$ cat config.mk
export PLATFORM = sky130hd
export DESIGN_NAME = fifo_wr_arb
export DESIGN_NICKNAME = d
export VERILOG_FILES = /design/src/rtl/fifo_wr_arb.sv
export SDC_FILE = /design/constraint.sdc
export NUM_CORES = 1
export LEC_CHECK = 0
export ABC_AREA = 1
export CAP_MARGIN = 10
export CORE_MARGIN = 3
export CORE_UTILIZATION = 55
export CTS_BUF_LIST = sky130_fd_sc_hd__clkbuf_8
export DETAILED_ROUTE_END_ITERATION = 6
export DONT_BUFFER_PORTS = 1
export GPL_TIMING_DRIVEN = 0
export PLACE_DENSITY = 0.77
export SLEW_MARGIN = 20
export SYNTH_ARGS = -nofsm -noshare
export SYNTH_HDL_FRONTEND = slang
export SYNTH_SLANG_ARGS = --single-unit
$ cat constraint.sdc
create_clock -name clk -period 4.55 [get_ports clk]
set_clock_uncertainty 0.15 [all_clocks]
set_input_delay 1.365 -clock clk [delete_from_list [all_inputs] [get_ports clk]]
set_output_delay 1.365 -clock clk [all_outputs]
set_load 0.05 [all_outputs]
$ cat src/rtl/fifo_wr_arb.sv
`default_nettype none
// ============================================================================
// Module   : fifo_wr_arb
// Function : Two-requester round-robin write arbiter in front of a FIFO.
//            Bounded bursts per owner, occupancy-aware write issue and a
//            single registered write strobe toward the FIFO.
// Revision : 1.0 - initial release
// ============================================================================
module fifo_wr_arb #(
    parameter int DATA_WIDTH = 32,
    parameter int DEPTH      = 8,
    parameter int MAX_BURST  = 4
) (
    input  logic                  clk,
    input  logic                  reset,
    input  logic                  req0,
    input  logic [DATA_WIDTH-1:0] din0,
    input  logic                  req1,
    input  logic [DATA_WIDTH-1:0] din1,
    output logic                  gnt0,
    output logic                  gnt1,
    input  logic [3:0]            fifo_data_count,
    output logic                  fifo_wr_en,
    output logic [DATA_WIDTH-1:0] fifo_din,
    output logic [1:0]            owner
);

    localparam logic [1:0] c_IDLE       = 2'b00;
    localparam logic [1:0] c_OWN0       = 2'b01;
    localparam logic [1:0] c_OWN1       = 2'b10;
    localparam logic [4:0] c_DEPTH      = 5'(DEPTH);
    localparam logic [3:0] c_BURST_LAST = 4'(MAX_BURST - 1);

    logic [1:0]            r_state;
    logic [1:0]            w_state_nxt;
    logic [3:0]            r_burst_cnt;
    logic [3:0]            w_burst_nxt;
    logic                  r_last_owner;
    logic                  w_last_nxt;
    logic                  r_fifo_wr_en;
    logic [DATA_WIDTH-1:0] r_fifo_din;
    logic [4:0]            w_occupancy;
    logic                  w_can_accept;
    logic                  w_gnt0;
    logic                  w_gnt1;

    // A write already in flight is counted as occupied; reads are not credited early
    assign w_occupancy  = {1'b0, fifo_data_count} + {4'd0, r_fifo_wr_en};
    assign w_can_accept = (w_occupancy < c_DEPTH);

    // Arbiter state, burst counter and round-robin history
    always_ff @(posedge clk) begin
        if (reset) begin
            r_state      <= c_IDLE;
            r_burst_cnt  <= 4'd0;
            r_last_owner <= 1'b1;
        end else begin
            r_state      <= w_state_nxt;
            r_burst_cnt  <= w_burst_nxt;
            r_last_owner <= w_last_nxt;
        end
    end

    // Next-state: ownership changes on request drop or on burst limit with contention
    always_comb begin
        w_state_nxt = r_state;
        w_burst_nxt = r_burst_cnt;
        w_last_nxt  = r_last_owner;
        case (r_state)
            c_IDLE: begin
                if (req0 && req1) begin
                    w_state_nxt = r_last_owner ? c_OWN0 : c_OWN1;
                end else if (req0) begin
                    w_state_nxt = c_OWN0;
                end else if (req1) begin
                    w_state_nxt = c_OWN1;
                end
            end
            c_OWN0: begin
                if (!req0) begin
                    w_state_nxt = req1 ? c_OWN1 : c_IDLE;
                    w_last_nxt  = 1'b0;
                    w_burst_nxt = 4'd0;
                end else if (w_gnt0) begin
                    if (r_burst_cnt == c_BURST_LAST) begin
                        w_burst_nxt = 4'd0;
                        if (req1) begin
                            w_state_nxt = c_OWN1;
                            w_last_nxt  = 1'b0;
                        end
                    end else begin
                        w_burst_nxt = r_burst_cnt + 4'd1;
                    end
                end
            end
            c_OWN1: begin
                if (!req1) begin
                    w_state_nxt = req0 ? c_OWN0 : c_IDLE;
                    w_last_nxt  = 1'b1;
                    w_burst_nxt = 4'd0;
                end else if (w_gnt1) begin
                    if (r_burst_cnt == c_BURST_LAST) begin
                        w_burst_nxt = 4'd0;
                        if (req0) begin
                            w_state_nxt = c_OWN0;
                            w_last_nxt  = 1'b1;
                        end
                    end else begin
                        w_burst_nxt = r_burst_cnt + 4'd1;
                    end
                end
            end
            default: begin
                w_state_nxt = c_IDLE;
                w_burst_nxt = 4'd0;
            end
        endcase
    end

    // Grants: only the current owner, only while the FIFO has room for another word
    always_comb begin
        w_gnt0 = 1'b0;
        w_gnt1 = 1'b0;
        if (w_can_accept) begin
            w_gnt0 = (r_state == c_OWN0) && req0;
            w_gnt1 = (r_state == c_OWN1) && req1;
        end
    end

    // Register the accepted word toward the FIFO; data holds when idle
    always_ff @(posedge clk) begin
        if (reset) begin
            r_fifo_wr_en <= 1'b0;
            r_fifo_din   <= '0;
        end else if (w_gnt0) begin
            r_fifo_wr_en <= 1'b1;
            r_fifo_din   <= din0;
        end else if (w_gnt1) begin
            r_fifo_wr_en <= 1'b1;
            r_fifo_din   <= din1;
        end else begin
            r_fifo_wr_en <= 1'b0;
        end
    end

    assign gnt0       = w_gnt0;
    assign gnt1       = w_gnt1;
    assign fifo_wr_en = r_fifo_wr_en;
    assign fifo_din   = r_fifo_din;
    assign owner      = r_state;

endmodule
`default_nettype wire
==> key figures, run 1 <==
Synthesis
  • Most frequent cell after synthesis: nand2_1
  • Share of the synthesized area in the top cell type: 33.9%
  • #FFs+latches synth: 40
  • Average size of a mapped cell: 6.45 sq um
  • Netlist Area Pre-Place: ~2400 sq um
  • Multiplexer share of the synthesized area: 0%
  • Sequential share of the synthesized area: between 30% and 40%
  • Largest family of logic cells by synthesized area: simple AND/OR/NAND/NOR gates
  • Syn Nets: roughly 440
  • Mapped Cells: about 370
  • Post-synth ARST share: 0%
  • Post-Synth Adder-Cell Area: under 10%
  • Synth top area cells: dfxtp_1 34%, nand2_1 15%, nand3_1 13%
  • Most used DFF post-synth: dfxtp_1
  • YS warnings: 0
  • Simple-gate portion of the synthesized area: between 30% and 40%
  • Area leader, netlist: dfxtp_1
  • Post-Synth XOR/XNOR Area: 0%
  • Post-synth top cells: 96 x nand2_1, 73 x inv_1, 63 x nand3_1
  • Post-synth EDFFs: 0
  • Distinct cell type count after synthesis: 22
  • Compound-Gate Fraction of Synth Area: about a tenth

Floorplan
  • IO Pins: ~110
  • Die area: 5120 sq um
  • Standard-cell rows: 23
  • Die Wd: just over 70 um
  • Core area: approximately 4100 sq um
  • Die Ht: 71.5 um
  • Starting Density: roughly 58%

Setup path
  • Highest-delay cell along the critical path: nor2_1
  • CP Capture Type: primary output
  • CP max stage delay: 0.83 ns
  • Critical path fanouts, max: 4
  • Worst setup path class: in -> out
  • Worst setup startpoint: fifo_data_count[0]
  • CP cell instances: nand2_1 -> o21bai_1 -> nor2_1
  • Startpoint types: input port
  • CP delay by family, top: simple AND/OR/NAND/NOR gates
  • R2R Path Start: owner[1]$_SDFFE_PP0P_
  • Buf/Inv on CP: 0
  • Critical Path RT: about 3 ns
  • CP arrival: 2.36 ns

Layout
  • Layout cells sized above 1: 11.0%
  • # diodes: 0
  • Post-Layout Cell Count: between 400 and 500
  • Synth-to-layout area growth: 6.57%
  • Design Area, Final: 2520 sq um
  • Multi-input logic area: 1180 sq um
  • Reg area: 801 sq um
  • Filler cells: 423
  • Nets: 450

CTS
  • Cts repair resizes: 0
  • CTS Hold Bufs: 0
  • Clk sinks: 40
  • # Post-CTS Setup Buffers: 0
  • Total CTS buffers: 5
  • TritonCTS clock tree: built
  • H-tree depth: 2
  • Max Root-Sink Buffers: 2
  • CTS Root Cell: clkbuf_8
  • Clock-pin slew on the worst setup and hold paths: 0.07 ns
  • Clk_lat worst skew: ~0.29 ns

Hold path
  • Worst hold path type: reg -> reg
  • Hold Startpoint: r_last_owner$_SDFFE_PP1P_

STA
  • Final Cycle Share: ~85%
  • Setup Viol. Count Final: 0
  • Max-slew headroom: approximately 27%
  • Fmax: 0.258 GHz
  • Post-layout min period: approximately 3.9 ns
  • Slew Viols, Final: 0
  • Post-Route Setup TNS: 0 ns
  • RSZ-0062 raised after global routing: false
  • Tightest Pin Transition: approximately 1.1 ns
  • Final Hold Viols: 0

Drt
  • Final WL: approximately 5400 um
  • DRC: 0
  • DR vias/cell: slightly above 5
  • Routed Antenna Nets: 0
  • Initial DRC Count: 93
  • DR vias: 2,201
  • Per-cell routed wire length: approximately 13 um
  • Pre-antenna DRT Iters: 4

Placed design
  • Final estimated routing congestion in global placement: 0.914
  • Placed insts: about 420
  • Area after DPL: ~2400 sq um
  • Port Buffers: 0
  • DPL Wire Length: slightly above 4000 um

GRT
  • Grt total ovfl: 0
  • Largest net degree at the start of global routing: 13
  • Vias in the first global route: approximately 2,100
  • Antenna violations before repair: 0
  • Global-route wire length before repair: 9140 um
  • Overall Global Routing Usage: 22.0%

Power and ir drop
  • Total chip power: 0.00112 W
  • Pwr Density: ~440 nW/um^2
  • Leakage: ~1.2 nW
  • Maximum vdd ir drop: ~0.00022 V

Outcome
  • Run status: finished clean

Flow run
  • Max Cap Violations: 0
==> routing by layer <==
metal  track usage, %  routed length [um]  vias to the layer above
met4             6.05                  53                        0
met2             35.9                2510                       91
met5                0                   0                        -
met3             6.59                 400                        4
met1             28.3                2430                      965
li1                 -                   -                     1141
==> cells in the final DEF, fill, tap and decap left out <==
| master | synthesis | layout |
|---|---|---|
| nand2_1 | 96 | 96 |
| inv_1 | 73 | 73 |
| nand3_1 | 63 | 63 |
| dfxtp_1 | 40 | 40 |
| a21oi_1 | 21 | 21 |
| nor2_1 | 13 | 13 |
| clkbuf_1 | 11 | 11 |
| nand3_2 | 10 | 10 |
| a21oi_2 | 10 | 10 |
| clkbuf_8 | 0 | 6 |
| ha_1 | 5 | 5 |
| buf_2 | 4 | 4 |
| o21ai_0 | 4 | 4 |
| inv_2 | 3 | 3 |
| nand4_1 | 3 | 3 |
| nand2_4 | 2 | 2 |
| and3_1 | 2 | 2 |
| clkinv_2 | 0 | 2 |
| nor2_4 | 1 | 1 |
| nand2_2 | 1 | 1 |
| o21bai_1 | 1 | 1 |
| buf_6 | 1 | 1 |
| buf_12 | 1 | 1 |
| buf_1 | 1 | 1 |
==> stage by stage <==
step	setup slack [ns]	hold slack [ns]	utilization (%)
2_1_floorplan	0.782	0.276	-
3_3_place_gp	0.659	0.300	59.7
3_5_place_dp	0.664	0.309	59.7
4_1_cts	0.664	0.321	62.0
5_1_grt	0.593	0.354	62.0
6_report	0.674	0.323	62.0
==> cells by family after synthesis <==
| group | Yosys count |
|---|---|
| flops | 40 |
| compound gates | 36 |
| buf+inv | 94 |
| fa+ha+maj | 5 |
| simple gates | 191 |
==> registers in the layout, indices dropped and copies added, names as in the netlist <==
signal / count
r_last_owner: 1
owner: 2
fifo_din: 32
r_burst_cnt: 4
fifo_wr_en: 1
==> worst reg2reg max path, stage by stage, from the launching register on <==
cell,delay (ns)
dfxtp_1,0.71
ha_1,0.31
nand2_1,0.11
nor2_1,0.85
nand3_1,0.17
nand3_1,0.13
nand2_1,0.05
inv_1,0.05
==> area by class of cell <==
cell class	count	area share, %
clock inverter	2	0.398
sequential	40	31.8
clock buffer	6	3.28
buffer	18	3.83
inverter	76	11.3
tap	50	2.49
multi-input combinational	232	46.8
==> power by group <==
group          leakage, nW  internal, W  switching [W]  total, W
Sequential           0.324     0.000396       0.000158  0.000554
Clock               0.0510     0.000121       0.000123  0.000244
Combinational        0.862     0.000111       0.000207  0.000317
==> final timing paths <==
kind,cells after the start,slack (ns),to
setup / recovery,3,0.67,gnt1
hold / removal,2,0.32,r_last_owner$_SDFFE_PP1P_
setup reg to reg,7,1.97,fifo_din[13]$_SDFFE_PP0P_
hold reg to reg,2,0.32,r_last_owner$_SDFFE_PP1P_
No activity file was read; power rests on OpenSTA's default activity.
==> inputs of run 2 (changes only) <==
CORE_UTILIZATION = 45   (was 55)
PLACE_DENSITY = 0.67   (was 0.77)
==> run 2 against run 1 <==
Effect of this change: sequential cell count unchanged; critical path depth is the same; combinational power rose by 1%; clock power decreased by 6%; critical endpoint unchanged; largest cell class unchanged; core utilization fell by 10 points.
==> key figures, run 2 (synthesis results as in run 1) <==
Hold path
  • Worst hold path type: reg -> reg

Setup path
  • Worst setup path class: in -> out
  • Reg2reg end: fifo_din[13]$_SDFFE_PP0P_
  • Worst-case reg-to-reg path depth: 7
  • CP cell instances: nand2_1 -> o21bai_1 -> nor2_1
  • CP arrival: roughly 2.4 ns
  • Critical Path RT: ~3.0 ns
  • R2R Path Start: owner[1]$_SDFFE_PP0P_
  • Critical Path Sink: gnt1
  • Startpoint types: input port
  • Critical path fanouts, max: 4
  • CP max stage delay: approximately 0.84 ns
  • CP Capture Type: primary output
  • Worst setup startpoint: fifo_data_count[0]
  • Highest-delay cell along the critical path: nor2_1
  • Reg2reg setup slack: 1.97 ns

CTS
  • Max Root-Sink Buffers: 2
  • # Post-CTS Setup Buffers: 0
  • Clk sinks: 40
  • TritonCTS clock tree: built
  • H-tree depth: 2
  • Total CTS buffers: 5
  • Clock-pin slew on the worst setup and hold paths: 0.07 ns
  • Clk_lat worst skew: just under 0.3 ns
  • CTS Root Cell: clkbuf_8
  • Cts repair resizes: 0
  • CTS Hold Bufs: 0

Floorplan
  • Die area: roughly 6200 sq um
  • Starting Density: 48.4%
  • Die Wd: approximately 80 um
  • IO Pins: roughly 110
  • Die Ht: just under 80 um
  • Core area: around 5000 sq um
  • Standard-cell rows: 25

Layout
  • Layout cells sized above 1: 10.7%
  • # diodes: 0
  • Nets: 450
  • Synth-to-layout area growth: 7.00%
  • Max reg flops: 32
  • Most frequent cells in the layout: 96 x nand2_1, 73 x inv_1, 63 x nand3_1
  • Most common cell after layout, fill and taps aside: nand2_1

GRT
  • Grt total ovfl: 0
  • Overall Global Routing Usage: between 10% and 20%
  • Global-route wire length before repair: 9800 um
  • Global route hottest layer: met2
  • Antenna violations before repair: 0
  • Largest net degree at the start of global routing: 13
  • Met3 Use GR: slightly above 5%
  • GR Layer Usage met1: about a quarter
  • Met2 usage: between 30% and 40%
  • Vias in the first global route: between 2,000 and 2,500

Power and ir drop
  • Pwr Density: between 400 and 500 nW/um^2
  • Leakage: around 1.2 nW
  • Total chip power: 0.00110 W
  • Maximum vdd ir drop: between 0.00015 and 0.0002 V

Placed design
  • DPL Wire Length: ~4400 um
  • Port Buffers: 0
  • Final estimated routing congestion in global placement: ~0.85

STA
  • Tightest Pin Transition: ~1.1 ns
  • Slew Viols, Final: 0
  • Fmax: 0.257 GHz
  • Post-Route Setup TNS: 0 ns
  • Final Cycle Share: between 80% and 90%
  • RSZ-0062 raised after global routing: false
  • Max-slew headroom: between 20 and 30%
  • Setup Viol. Count Final: 0
  • Post-layout min period: a little under 4 ns
  • Final Hold Viols: 0

Drt
  • Initial DRC Count: around 90
  • Pre-antenna DRT Iters: 4
  • Final WL: around 5900 um
  • Routed Antenna Nets: 0
  • DR vias: approximately 2,200
  • DRC: 0
  • DR vias/cell: ~5
  • Per-cell routed wire length: roughly 14 um

Flow run
  • Max Cap Violations: 0

Outcome
  • Run status: finished clean
-- run 2: critical path, delay by kind of cell --
| family | cells | cell delay [ns] |
|---|---|---|
| simple gates | 2 | 0.90 |
| compound gates | 1 | 0.12 |
-- run 2: layer usage --
metal,wire length (um),vias to the layer above
li1,-,1140
met1,2580,990
met2,2950,68
met3,367,5
met4,45,0
met5,0,-
-- run 2: cell type report --
type | count | area (sq um)
fillers | 535 | 2350
multi-input cells | 232 | 1180
flip-flops and latches | 40 | 801
inverters | 76 | 285
plain buffers | 18 | 96.3
well taps | 67 | 83.8
clock buffers | 5 | 68.8
clock inverters | 2 | 12.5
-- run 2: how the worst min path moves through the flow --
stage | endpoint | slack (ns) | startpoint | depth (start not counted)
finish | r_last_owner$_SDFFE_PP1P_ | 0.31 | r_last_owner$_SDFFE_PP1P_ | 2
global route | r_last_owner$_SDFFE_PP1P_ | 0.35 | r_last_owner$_SDFFE_PP1P_ | 2
CTS | r_last_owner$_SDFFE_PP1P_ | 0.31 | r_last_owner$_SDFFE_PP1P_ | 2
detailed placement | r_last_owner$_SDFFE_PP1P_ | 0.30 | r_last_owner$_SDFFE_PP1P_ | 2
global placement | r_last_owner$_SDFFE_PP1P_ | 0.30 | r_last_owner$_SDFFE_PP1P_ | 2
floorplan | r_last_owner$_SDFFE_PP1P_ | 0.28 | r_last_owner$_SDFFE_PP1P_ | 2
-- run 2: metrics by stage --
step           std cells  setup WS [ns]  hold slack [ns]  instance area, sq um  utilization [%]
2_1_floorplan        366          0.782            0.276                  2360                -
3_3_place_gp         433          0.667            0.298                  2440             50.1
3_5_place_dp         433          0.646            0.297                  2440             50.1
4_1_cts              440          0.646            0.310                  2530             51.8
5_1_grt              440          0.596            0.350                  2530             51.8
6_report             440          0.657            0.310                  2530             51.8
-- run 2: power breakdown --
part / total (W) / internal [W] / switching, W
Clock: 0.000229 / 0.000104 / 0.000125
Combinational: 0.000321 / 0.000111 / 0.000210
Sequential: 0.000555 / 0.000396 / 0.000159
